--- src/rtl/lcd_defs.sv ---
// Purpose : shared definitions for the HD44780 character LCD driver: command bytes,
//           FSM state and operation encodings, init-sequence table, us-to-cycles helper.
// Latency : n/a (definitions only).
// Backpressure: n/a.
package lcd_defs;

    // HD44780 instruction bytes used by the driver
    localparam logic [7:0] CMD_FUNC_8B2L = 8'h38;  // 8-bit bus, 2 lines, 5x8 font
    localparam logic [7:0] CMD_DISP_ON   = 8'h0C;  // display on, cursor off, blink off
    localparam logic [7:0] CMD_CLEAR     = 8'h01;  // clear display, cursor home
    localparam logic [7:0] CMD_ENTRY_INC = 8'h06;  // auto-increment address, no shift
    localparam logic [7:0] CMD_DDRAM_L1  = 8'h80;  // DDRAM address 0x00 (line 1 start)
    localparam logic [7:0] CMD_DDRAM_L2  = 8'hC0;  // DDRAM address 0x40 (line 2 start)

    // Waits of the HD44780 software-reset protocol after the first two function sets
    localparam int T_RST1_US = 4100;
    localparam int T_RST2_US = 100;

    // Number of commands in the power-on init sequence
    localparam int INIT_LEN = 7;

    typedef enum logic [2:0] {
        PWR_WAIT,
        BUS_SETUP,
        BUS_EHI,
        BUS_HOLD,
        BUS_EXEC,
        READY
    } state_e;

    // What the current bus cycle belongs to; selects exec time and what follows it
    typedef enum logic [1:0] {
        OP_INIT,
        OP_CLEAR,
        OP_DATA,
        OP_WRAP
    } op_e;

    function automatic int us_to_cycles(input int us, input int mhz);
        return us * mhz;
    endfunction

    // Command byte for each step of the init sequence
    function automatic logic [7:0] init_cmd(input logic [2:0] step);
        logic [7:0] cmd;
        case (step)
            3'd0, 3'd1, 3'd2, 3'd3: cmd = CMD_FUNC_8B2L;
            3'd4:                   cmd = CMD_DISP_ON;
            3'd5:                   cmd = CMD_CLEAR;
            default:                cmd = CMD_ENTRY_INC;
        endcase
        return cmd;
    endfunction

endpackage

--- src/rtl/lcd_delay_timer.sv ---
// Purpose : single saturating down-counter used for every LCD wait (power-up, E width, exec).
// Latency : load takes effect next cycle; done is high while the count is zero.
// Backpressure: none; a load always wins over the decrement.
// Ports   : clk_i, rst_ni (async, active low, count resets to RESET_VAL),
//           load_i / load_val_i (count <= load_val_i), done_o (count == 0).
module lcd_delay_timer #(
    parameter int                WIDTH     = 20,
    parameter logic [WIDTH-1:0]  RESET_VAL = '0
) (
    input  logic             clk_i,
    input  logic             rst_ni,
    input  logic             load_i,
    input  logic [WIDTH-1:0] load_val_i,
    output logic             done_o
);

    logic [WIDTH-1:0] count_q, count_d;

    always_comb begin
        count_d = count_q;
        if (load_i) begin
            count_d = load_val_i;
        end else if (count_q != '0) begin
            count_d = count_q - WIDTH'(1);
        end
    end

    always_ff @(posedge clk_i or negedge rst_ni) begin
        if (!rst_ni) begin
            count_q <= RESET_VAL;
        end else begin
            count_q <= count_d;
        end
    end

    assign done_o = (count_q == '0);

endmodule

--- src/rtl/lcd_char_driver.sv ---
// Purpose : HD44780 8-bit write-only character LCD driver: power-on init, one ASCII byte per
//           writeStart/writeDone handshake, display clear on clrLCD.
// Latency : writeStart to writeDone = 1 + EHI + 1 + T_CMD_US*CLK_MHZ cycles (plus one more bus
//           cycle when auto-wrap inserts a DDRAM address command).
// Backpressure: requests are honoured only while initDone=1; anything else is dropped, no queue.
// Ports   : clkLCD, resetLCD_n (async active low); data/writeStart/clrLCD request side;
//           initDone (READY), writeDone (1-cycle completion pulse); LCD_DB/LCD_RS/LCD_RW/LCD_E bus.
// Config  : define LCD_AUTOWRAP_EN to move the cursor to line 2 after 16 characters and back
//           to line 1 after 32.
module lcd_char_driver
    import lcd_defs::*;
#(
    parameter int CLK_MHZ  = 50,
    parameter int T_PWR_US = 15000,
    parameter int T_CMD_US = 40,
    parameter int T_CLR_US = 1640
) (
    input  logic       clkLCD,
    input  logic       resetLCD_n,
    input  logic [7:0] data,
    input  logic       writeStart,
    input  logic       clrLCD,
    output logic       initDone,
    output logic       writeDone,
    output logic [7:0] LCD_DB,
    output logic       LCD_RS,
    output logic       LCD_RW,
    output logic       LCD_E
);

    localparam int TW  = $clog2(T_PWR_US * CLK_MHZ + 1);
    localparam int EHI = CLK_MHZ / 4 + 1;  // E high >= 250 ns

    // The timer reaches zero on the last cycle of a wait, so every load is (cycles - 1).
    localparam logic [TW-1:0] PWR_CYC = TW'(us_to_cycles(T_PWR_US, CLK_MHZ));
    localparam logic [TW-1:0] EHI_LD  = TW'(EHI - 1);
    localparam logic [TW-1:0] CMD_LD  = TW'(us_to_cycles(T_CMD_US, CLK_MHZ) - 1);
    localparam logic [TW-1:0] CLR_LD  = TW'(us_to_cycles(T_CLR_US, CLK_MHZ) - 1);
    localparam logic [TW-1:0] RST1_LD = TW'(us_to_cycles(T_RST1_US, CLK_MHZ) - 1);
    localparam logic [TW-1:0] RST2_LD = TW'(us_to_cycles(T_RST2_US, CLK_MHZ) - 1);

    state_e      state_q, state_d;
    op_e         op_q, op_d;
    logic [2:0]  step_q, step_d;
    logic [7:0]  db_q, db_d;
    logic        rs_q, rs_d;
    logic        e_q, e_d;
`ifdef LCD_AUTOWRAP_EN
    logic [4:0]  cursor_q, cursor_d;
`endif

    logic          tmr_load;
    logic [TW-1:0] tmr_val;
    logic          tmr_done;
    logic [TW-1:0] exec_ld;
    logic          write_done;

    // Timer comes out of reset already holding the power-up wait
    lcd_delay_timer #(
        .WIDTH     (TW),
        .RESET_VAL (PWR_CYC)
    ) u_timer (
        .clk_i      (clkLCD),
        .rst_ni     (resetLCD_n),
        .load_i     (tmr_load),
        .load_val_i (tmr_val),
        .done_o     (tmr_done)
    );

    // Execution wait of the command currently on the bus
    always_comb begin
        exec_ld = CMD_LD;
        case (op_q)
            OP_INIT: begin
                case (step_q)
                    3'd0:    exec_ld = RST1_LD;
                    3'd1:    exec_ld = RST2_LD;
                    3'd5:    exec_ld = CLR_LD;
                    default: exec_ld = CMD_LD;
                endcase
            end
            OP_CLEAR: exec_ld = CLR_LD;
            default:  exec_ld = CMD_LD;
        endcase
    end

    always_comb begin
        state_d    = state_q;
        op_d       = op_q;
        step_d     = step_q;
        db_d       = db_q;
        rs_d       = rs_q;
        tmr_load   = 1'b0;
        tmr_val    = exec_ld;
        write_done = 1'b0;
`ifdef LCD_AUTOWRAP_EN
        cursor_d   = cursor_q;
`endif
        unique case (state_q)
            PWR_WAIT: begin
`ifdef LCD_AUTOWRAP_EN
                cursor_d = 5'd0;
`endif
                if (tmr_done) begin
                    state_d = BUS_SETUP;
                    op_d    = OP_INIT;
                    step_d  = 3'd0;
                    db_d    = init_cmd(3'd0);
                    rs_d    = 1'b0;
                end
            end
            BUS_SETUP: begin
                tmr_load = 1'b1;
                tmr_val  = EHI_LD;
                state_d  = BUS_EHI;
            end
            BUS_EHI: begin
                if (tmr_done) begin
                    state_d = BUS_HOLD;
                end
            end
            BUS_HOLD: begin
                tmr_load = 1'b1;
                tmr_val  = exec_ld;
                state_d  = BUS_EXEC;
            end
            BUS_EXEC: begin
                if (tmr_done) begin
                    case (op_q)
                        OP_INIT: begin
                            if (step_q == 3'(INIT_LEN - 1)) begin
                                state_d = READY;
                            end else begin
                                step_d  = step_q + 3'd1;
                                db_d    = init_cmd(step_q + 3'd1);
                                rs_d    = 1'b0;
                                state_d = BUS_SETUP;
                            end
                        end
                        OP_CLEAR: begin
                            state_d = READY;
                        end
                        OP_DATA: begin
`ifdef LCD_AUTOWRAP_EN
                            // Cursor was bumped when the byte was accepted: 16 means
                            // line 1 just filled, 0 means the 5-bit count wrapped past 31.
                            if (cursor_q == 5'd16) begin
                                op_d    = OP_WRAP;
                                db_d    = CMD_DDRAM_L2;
                                rs_d    = 1'b0;
                                state_d = BUS_SETUP;
                            end else if (cursor_q == 5'd0) begin
                                op_d    = OP_WRAP;
                                db_d    = CMD_DDRAM_L1;
                                rs_d    = 1'b0;
                                state_d = BUS_SETUP;
                            end else begin
                                write_done = 1'b1;
                                state_d    = READY;
                            end
`else
                            write_done = 1'b1;
                            state_d    = READY;
`endif
                        end
                        default: begin
                            // address command that followed a data write
                            write_done = 1'b1;
                            state_d    = READY;
                        end
                    endcase
                end
            end
            READY: begin
                // clear wins; a simultaneous write is dropped without writeDone
                if (clrLCD) begin
                    op_d    = OP_CLEAR;
                    db_d    = CMD_CLEAR;
                    rs_d    = 1'b0;
                    state_d = BUS_SETUP;
`ifdef LCD_AUTOWRAP_EN
                    cursor_d = 5'd0;
`endif
                end else if (writeStart) begin
                    op_d    = OP_DATA;
                    db_d    = data;
                    rs_d    = 1'b1;
                    state_d = BUS_SETUP;
`ifdef LCD_AUTOWRAP_EN
                    cursor_d = cursor_q + 5'd1;
`endif
                end
            end
            default: begin
                state_d = PWR_WAIT;
            end
        endcase
        // E is registered off the next state so the strobe is glitch-free
        e_d = (state_d == BUS_EHI);
    end

    always_ff @(posedge clkLCD or negedge resetLCD_n) begin
        if (!resetLCD_n) begin
            state_q  <= PWR_WAIT;
            op_q     <= OP_INIT;
            step_q   <= 3'd0;
            db_q     <= 8'h00;
            rs_q     <= 1'b0;
            e_q      <= 1'b0;
`ifdef LCD_AUTOWRAP_EN
            cursor_q <= 5'd0;
`endif
        end else begin
            state_q  <= state_d;
            op_q     <= op_d;
            step_q   <= step_d;
            db_q     <= db_d;
            rs_q     <= rs_d;
            e_q      <= e_d;
`ifdef LCD_AUTOWRAP_EN
            cursor_q <= cursor_d;
`endif
        end
    end

    assign LCD_E     = e_q;
    assign LCD_DB    = db_q;
    assign LCD_RS    = rs_q;
    assign LCD_RW    = 1'b0;
    assign initDone  = (state_q == READY);
    assign writeDone = write_done;

endmodule

--- config.mk ---
export PLATFORM = sky130hd
export DESIGN_NAME = lcd_char_driver
export DESIGN_NICKNAME = d
export VERILOG_FILES = /design/src/rtl/lcd_defs.sv /design/src/rtl/lcd_delay_timer.sv /design/src/rtl/lcd_char_driver.sv
export SDC_FILE = /design/constraint.sdc
export NUM_CORES = 1
export LEC_CHECK = 0
export ABC_CLOCK_PERIOD_IN_PS = 5530
export CAP_MARGIN = 20
export CORE_UTILIZATION = 55
export CTS_CLUSTER_DIAMETER = 80
export DETAILED_ROUTE_END_ITERATION = 10
export HOLD_SLACK_MARGIN = 0.1
export PLACE_DENSITY_LB_ADDON = 0.05
export RECOVER_POWER = 25
export SETUP_SLACK_MARGIN = 0.1
export SLEW_MARGIN = 20
export SYNTH_ARGS = -nofsm -noshare
export SYNTH_HDL_FRONTEND = slang
export SYNTH_HIERARCHICAL = 1
export SYNTH_SLANG_ARGS = --single-unit
--- constraint.sdc ---
create_clock -name clkLCD -period 5.53 [get_ports clkLCD]
set_input_delay 1.106 -clock clkLCD [delete_from_list [all_inputs] [get_ports clkLCD]]
set_output_delay 1.106 -clock clkLCD [all_outputs]
set_load 0.05 [all_outputs]
======== After elaboration in Yosys (flattened, before gate mapping) ========
Index checks and enable logic that the tools add are counted.
storage, ports and cells
  flip-flop bits (word level) ............. 38
  input bits .............................. 12
  output and inout port bits .............. 13
  logic and storage cells ................. 86
cells by class
  add/sub/neg operators ................... 2
  equal/unequal tests ..................... 20
  mux-type cells .......................... 41
  reduce and logical (&&, ||, !) cells .... 16
operator list
  operator               number
  $mux 20                3
  $pmux 18 s3            1
  $mux 8                 6
  $pmux 20 s2            1
  $mux 3                 11
  $pmux 8 s3             1
  $logic_not 20->1       1
  $reduce_bool 20->1     1
  $sub 20x1->20 const B  1
  $eq 3x3->1 const B     6
  $pmux 3 s6             1
  $pmux 6 s3             1
  $eq 3x2->1 const B     5
  $mux 1                 10
  $eq 3x1->1 const B     3
  $logic_not 3->1        3
  $ne 2x2->1 const B     4
  $mux 2                 3
  $pmux 3 s2             1
  $reduce_and 6->1       1
  $reduce_bool 2->1      3
  $reduce_and 5->1       1
  $pmux 2 s2             1
  $reduce_or 2->1        2
  other kinds (8)        8

======== Depth between registers and ports, before layout ========
Gate-level depths: netlist of the first run.
  depth after elaboration ................. 8
  gate-level depth with buffers ........... 10
  mapped depth without buffers ............ 9

======== Modules after synthesis ========
Netlist of the first run, hierarchy kept.
modules (own cells, without submodules)
  module           instances  cells an instance  area each (um2)  seq. area each (um2)
  lcd_delay_timer  1          123                1214.9           513.0
  lcd_char_driver  1          127                1149.9           450.4

======== Least setup slack after synthesis of the first run ========
No wires, ideal clock.
  kind .................................... reg-to-output
  from .................................... register u_timer.count_q[17]
  to ...................................... output port writeDone
  data arrival time ....................... 1.955 ns
  required time ........................... 4.424 ns
  slack ................................... 2.469 ns
  stages on the path, launching flop included .. 5
  path buffers ............................ 0
  cell sequence ........................... dfstp_2 -> or3_1 -> or4_4 -> nor2_8 -> and3_1
between the ends
  longest elaborated chain between the ends .. 3
ends and longest elaborated chain
  element                 RTL line                RTL
  from (decl)             lcd_delay_timer.sv:17   logic [WIDTH-1:0] count_q, count_d;
  from (signal assigned)  lcd_delay_timer.sv:32   count_q <= count_d;
  $logic_not 20->1        lcd_delay_timer.sv:36   assign done_o = (count_q == '0);
  named net tmr_done      lcd_char_driver.sv:54   logic tmr_done;
  $mux 1                  lcd_char_driver.sv:128  if (tmr_done) begin
  $mux 1                  lcd_char_driver.sv:99   unique case (state_q)
  to (decl)               lcd_char_driver.sv:24   output logic writeDone,
The timed path passes the listed nets, and every way through them passes these cells.

======== Worst setup path in the final report of the first run ========
Same ends and word-level chain as after synthesis.

==> key figures, run 1 <==
STA
  – Pins Over Slew Limit: 39
  – Period utilisation layout: 0.7220
  – RSZ-0062 raised after global routing: no
  – Endpoints failing hold: 0
  – Clk_skew: 0.005011 ns
  – Final Setup Violations: 0
  – Setup TNS: 0 ns
  – Worst-Margin Slew: 2.017 ns
  – Fmax achieved: 250.5 MHz
  – Worst Slack Setup Final: 1.537 ns
  – Max_slew headroom: -0.3445
  – Final worst path period need: 3.993 ns

Cells and area
  – Diode count: 0
  – Most common cell after layout, fill and taps aside: nand2_1
  – Register Area: 963.4 sq um
  – Layout cell share with drive strength beyond 1: 0.1642
  – Area grow syn2layout: 14.23%
  – Nets: 292
  – Multi-input gate area: 1297 sq um
  – Fill count: 333
  – Most frequent cells in the layout: nand2_1, dfrtp_1, clkdlybuf4s50_1

Global route
  – Global route overflow: 0
  – Total track usage: 0.2386
  – Pin count of the biggest net entering global routing: 39
  – Global-route wire length before repair: 7.866 mm
  – Vias in the first global route: 1650
  – Initial antenna violation count: 0

Synthesis
  – Top_reg_cell synth: dfrtp_1
  – Library cells used by synthesis: 52
  – Synth area leader: dfrtp_1
  – Synth top area share: 0.2963
  – Mapped cell area: 2365 sq um
  – Cell types occupying the most area after synthesis: dfrtp_1, dfstp_2, nand2_1
  – Post-Synthesis Cells: 250
  – Sequential share of the synthesized area: 0.4074
  – Flops & latches, synth: 38
  – Ys async rst share: 1.000
  – EDFF count, synth: 0
  – Mapped Avg Cell Area: 9.459 sq um
  – YS warnings: 6

Floorplan
  – Initial Util: 0.5828
  – Die width: 67.57 microns
  – Die H: 67.57 microns
  – Die area: 4566 sq um
  – Core footprint: 4058 sq um
  – Io pins: 25
  – Row count: 23

CTS
  – Clock root buffer: clkbuf_8
  – Htree depth: 2
  – Post-CTS Hold Buffers: 0
  – # Post-CTS Setup Buffers: 0
  – Num CTS Buffers: 5
  – CTS tree: yes
  – Post-cts sizing count: 0
  – Clk buf depth: 2
  – Worst-skew pair later-pin latency: 0.29 ns
  – Worst-path clk slew: 0.07 ns
  – Clock sinks: 38

Critical path
  – Critical Path Fanout Max: 17
  – Startpoint types: flip-flop
  – RR Endpoint: LCD_DB[0]
  – Worst setup EP type: output port
  – FF-to-FF Start: u_timer/count_q[17]
  – Critical path start-end classification: reg2out
  – Worst path arrival time: 2.89 ns
  – R2R cell count: 7
  – Flop2flop setup slack: 2.82 ns
  – WP data required: 4.42 ns

Placed design
  – Dpl hpwl: 3.433 mm
  – Port Buffer Count: 23
  – Place WS: 1.879 ns
  – Routability Congestion: 0.8151

Min path
  – Hold-critical path endpoint: LCD_RS
  – Hold Startpoint: LCD_RS
  – Type of the worst min-delay path: reg2reg
  – Hold path depth: 1

Routing
  – DRC viols: 0
  – Post-route antenna net violation count: 0
  – Routed WL: 4.859 mm
  – Drt pass-1 iters: 4
  – Vias: 1776
  – Initial DRC Count: 80
  – Routed wire per std cell: 15.00 microns
  – Vias per cell: 5.481

Outcome
  – Status: complete, but fails checks
  – Failing checks: max-capacitance violations, max-slew violations

Pwr
  – LEAKAGE: 1.151 nW
  – Peak supply drop: 128.2 uV
  – PwrDens: 194.4 nW/um^2

Run
  – Max-cap check violation count: 1
## where the power goes
group | switching (mW) | internal (mW) | leakage (nW)
Sequential | 0 | 0.278 | 0.427
Clock | 0.0990 | 0.133 | 0.0579
Combinational | 0.00893 | 0.00645 | 0.666
## registers in the layout, indices dropped and copies added, names as in the netlist
| register | cells |
|---|---|
| LCD_DB | 8 |
| LCD_E | 1 |
| LCD_RS | 1 |
| op_q | 2 |
| state_q | 3 |
| step_q | 3 |
| u_timer/count_q | 20 |
## layout make-up
cell class,instances,share of cell area
tap,50,0.02316
clock inverter,3,0.01482
clock buffer,5,0.02547
sequential,38,0.3566
multi-input combinational,194,0.4803
timing repair buffer,24,0.08569
inverter,10,0.01390
## synth_stat cells, types with 3 or more instances
| cell type | n |
|---|---|
| o31ai_1 | 5 |
| ha_1 | 7 |
| nand2_1 | 36 |
| a21oi_1 | 5 |
| nor2b_1 | 3 |
| xnor2_1 | 10 |
| o211ai_1 | 3 |
| and2_1 | 3 |
| dfstp_2 | 10 |
| nor4_1 | 5 |
| mux2_2 | 3 |
| clkbuf_1 | 5 |
| o21ai_0 | 16 |
| buf_2 | 4 |
| o21ai_2 | 9 |
| nand3_1 | 4 |
| a22o_1 | 5 |
| xor2_1 | 8 |
| a32oi_1 | 5 |
| nor3_1 | 7 |
| a211oi_1 | 3 |
| dfrtp_1 | 28 |
| buf_6 | 4 |
| inv_1 | 10 |
| a21boi_0 | 3 |
| o21ai_1 | 3 |
| nor2_1 | 14 |
## critical path, cell delays in order, from the launching register on
cell	delay, ns
dfstp_2	0.39
or3_1	0.39
or4_4	0.55
nor2_8	0.25
and3_1	0.21
clkdlybuf4s50_1	0.80
## metrics by stage
stage / utilization / hold WS, ns / std cells / area, sq um / power (mW)
6_report: 0.6657 / 0.4805 / 324 / 2701 / 0.5252
5_1_grt: 0.6657 / 0.5106 / 324 / 2701 / 0.5449
4_1_cts: 0.6661 / 0.4819 / 324 / 2703 / 0.5324
3_5_place_dp: 0.6392 / 0.4647 / 316 / 2594 / 0.2992
3_3_place_gp: 0.6392 / 0.4600 / 316 / 2594 / 0.2991
2_1_floorplan: - / 0.5417 / 256 / 2387 / 0.2862
## worst max-delay path by stage
stage / startpoint / cells after the start / slack [ns] / to
2_1_floorplan: u_timer/count_q[17] / 4 / 2.47 / writeDone
3_3_place_gp: u_timer/count_q[17] / 5 / 1.89 / writeDone
3_5_place_dp: u_timer/count_q[17] / 5 / 1.88 / writeDone
4_1_cts: u_timer/count_q[17] / 5 / 1.54 / writeDone
5_1_grt: u_timer/count_q[17] / 5 / 1.47 / writeDone
6_report: u_timer/count_q[17] / 5 / 1.54 / writeDone
## per-layer routing
layer | routed length [microns] | track usage
met4 | 63 | 0.07979
met5 | 0 | 0
met2 | 2432 | 0.4022
met1 | 2244 | 0.3035
met3 | 118 | 0.04561
## logic make-up after synthesis
family          count (synthesis)  synth area share
compound gates                 64            0.1968
other cells                     2          0.003176
simple gates                   92            0.2095
buf+inv                        24           0.05450
fa+ha+maj                       7           0.03704
flops                          38            0.4074
xor+xnor                       18           0.06667
mux                             5           0.02487
Power figures use the tool's default switching activity.
==> inputs of run 2 (changes only) <==
--- a/config.mk
+++ b/config.mk
@@ -5,7 +5,7 @@
 export SDC_FILE = /design/constraint.sdc
 export NUM_CORES = 1
 export LEC_CHECK = 0
-export ABC_CLOCK_PERIOD_IN_PS = 5530
+export ABC_CLOCK_PERIOD_IN_PS = 4100
 export CAP_MARGIN = 20
 export CORE_UTILIZATION = 55
 export CTS_CLUSTER_DIAMETER = 80
==> constraint.sdc (replaced) <==
create_clock -name clkLCD -period 4.1 [get_ports clkLCD]
set_input_delay 0.82 -clock clkLCD [delete_from_list [all_inputs] [get_ports clkLCD]]
set_output_delay 0.82 -clock clkLCD [all_outputs]
set_load 0.05 [all_outputs]
==> key figures, run 2 (synthesis gave the netlist of run 1 again) <==
STA
  – Final worst path period need: 3.649 ns
  – Fmax achieved: 274.1 MHz
  – Max_slew headroom: -0.3429
  – Final hold slack: 0.4799 ns
  – Setup TNS: 0 ns
  – Pins Over Slew Limit: 39
  – Worst Slack Setup Final: 0.4510 ns
  – Final Setup Violations: 0
  – RSZ-0062 raised after global routing: no
  – Worst-Margin Slew: 2.014 ns
  – Period utilisation layout: 0.8900
  – Endpoints failing hold: 0
  – Clk_skew: 0.004220 ns

CTS
  – Clock root buffer: clkbuf_8
  – Num CTS Buffers: 5
  – # Post-CTS Setup Buffers: 0
  – Post-CTS Hold Buffers: 0
  – Post-cts sizing count: 0
  – Htree depth: 2
  – Clock sinks: 38
  – CTS tree: yes
  – Clk buf depth: 2
  – Worst-skew pair later-pin latency: 0.28 ns
  – Worst-path clk slew: 0.07 ns

Cells and area
  – Core Util, Final: 0.6586
  – Nets: 292
  – Most frequent cells in the layout: nand2_1, dfrtp_1, clkdlybuf4s50_1
  – Area grow syn2layout: 13.02%
  – Non-Filler Instances: 324
  – Diode count: 0
  – Top reg by flops: u_timer/count_q
  – Final Instance Area: 2673 sq um
  – Most common cell after layout, fill and taps aside: nand2_1
  – Max reg flops: 20
  – Layout cell share with drive strength beyond 1: 0.1533

Routing
  – Vias: 1818
  – Drt pass-1 iters: 4
  – Initial DRC Count: 57
  – Post-route antenna net violation count: 0
  – Routed WL: 4.720 mm
  – Routed wire per std cell: 14.57 microns
  – DRC viols: 0
  – Vias per cell: 5.611

Run
  – Max-cap check violation count: 1

Pwr
  – Pwr Total: 636.2 uW
  – Peak supply drop: 190.3 uV
  – PwrDens: 238.1 nW/um^2
  – Comb pwr share: 0.032
  – Clock share of power: 0.378
  – Reg power frac: 0.590
  – Net Sw Frac: 0.2067
  – LEAKAGE: 1.133 nW
  – P_sw: 131.5 uW
  – P_int: 504.7 uW

Floorplan
  – Die area: 4566 sq um
  – Initial Util: 0.5828
  – Core footprint: 4058 sq um
  – Die H: 67.57 microns
  – Die width: 67.57 microns
  – Row count: 23
  – Io pins: 25

Critical path
  – Bufs and invs on worst path: 1
  – WP data required: 3.28 ns
  – Worst path slowest cell: clkdlybuf4s50_1
  – Worst setup EP type: output port
  – Levels on crit path: 5
  – Worst path arrival time: 2.83 ns
  – R2R cell count: 7
  – Critical path start-end classification: reg2out
  – Startpoint types: flip-flop
  – CP Cell Sequence: or3_1 > or4_4 > nor2_8 > and3_1 > clkdlybuf4s50_1
  – Top delay family on crit path: simple AND/OR/NAND/NOR gates
  – Critical Path Fanout Max: 17
  – CP max stage delay: 0.80 ns

Outcome
  – Status: complete, but fails checks
  – Failing checks: max-capacitance violations, max-slew violations

Global route
  – Global route overflow: 0
  – Vias in the first global route: 1706
  – Initial antenna violation count: 0
  – Global-route wire length before repair: 7.845 mm
  – Total track usage: 0.2354
  – Pin count of the biggest net entering global routing: 39

Placed design
  – Port Buffer Count: 23
  – Dpl hpwl: 3.459 mm
  – Routability Congestion: 0.7899
  – Place WS: 0.7595 ns
  – Placed cell count: 316
  – Post-DP Area: 2594 sq um

Min path
  – Type of the worst min-delay path: reg2reg
  – Hold path depth: 1
-- run 2: changes by cell type in the layout (fill, tap and decap cells not counted) --
cell       change
clkbuf_1       +3
clkinv_2       -2
bufinv_16      -1
-- run 2: layout make-up --
cell class / count / area (sq um)
sequential: 38 / 963.4
fill: 361 / 1385
multi-input combinational: 194 / 1297
timing repair buffer: 24 / 231.5
tap: 50 / 62.56
inverter: 10 / 37.54
clock buffer: 8 / 80.08
-- run 2: per-layer routing --
layer,vias to the layer above,track usage,part of all wire
met4,0,0.07181,0.014
met1,859,0.3048,0.46
met2,33,0.3973,0.50
met5,-,0,0
met3,8,0.04054,0.028
li1,918,-,-
-- run 2: power groups by stage --
stage | Clock [mW] | Sequential [mW] | Combinational (mW)
floorplan | 0 | 0.382 | 0.00389
global placement | 0 | 0.382 | 0.0214
detailed placement | 0 | 0.382 | 0.0214
CTS | 0.248 | 0.375 | 0.0215
global route | 0.262 | 0.375 | 0.0238
finish | 0.240 | 0.375 | 0.0206
-- run 2: path summary, 6_finish.rpt --
check | start | end | slack [ns]
worst max-delay path | u_timer/count_q[17] | writeDone | 0.45
worst min-delay path | LCD_RS | LCD_RS | 0.48
worst max register to register | u_timer/count_q[17] | LCD_DB[0] | 1.42
worst min register to register | LCD_RS | LCD_RS | 0.48
max in group asynchronous | resetLCD_n | u_timer/count_q[15] | 1.84
min in group asynchronous | resetLCD_n | u_timer/count_q[3] | 1.11
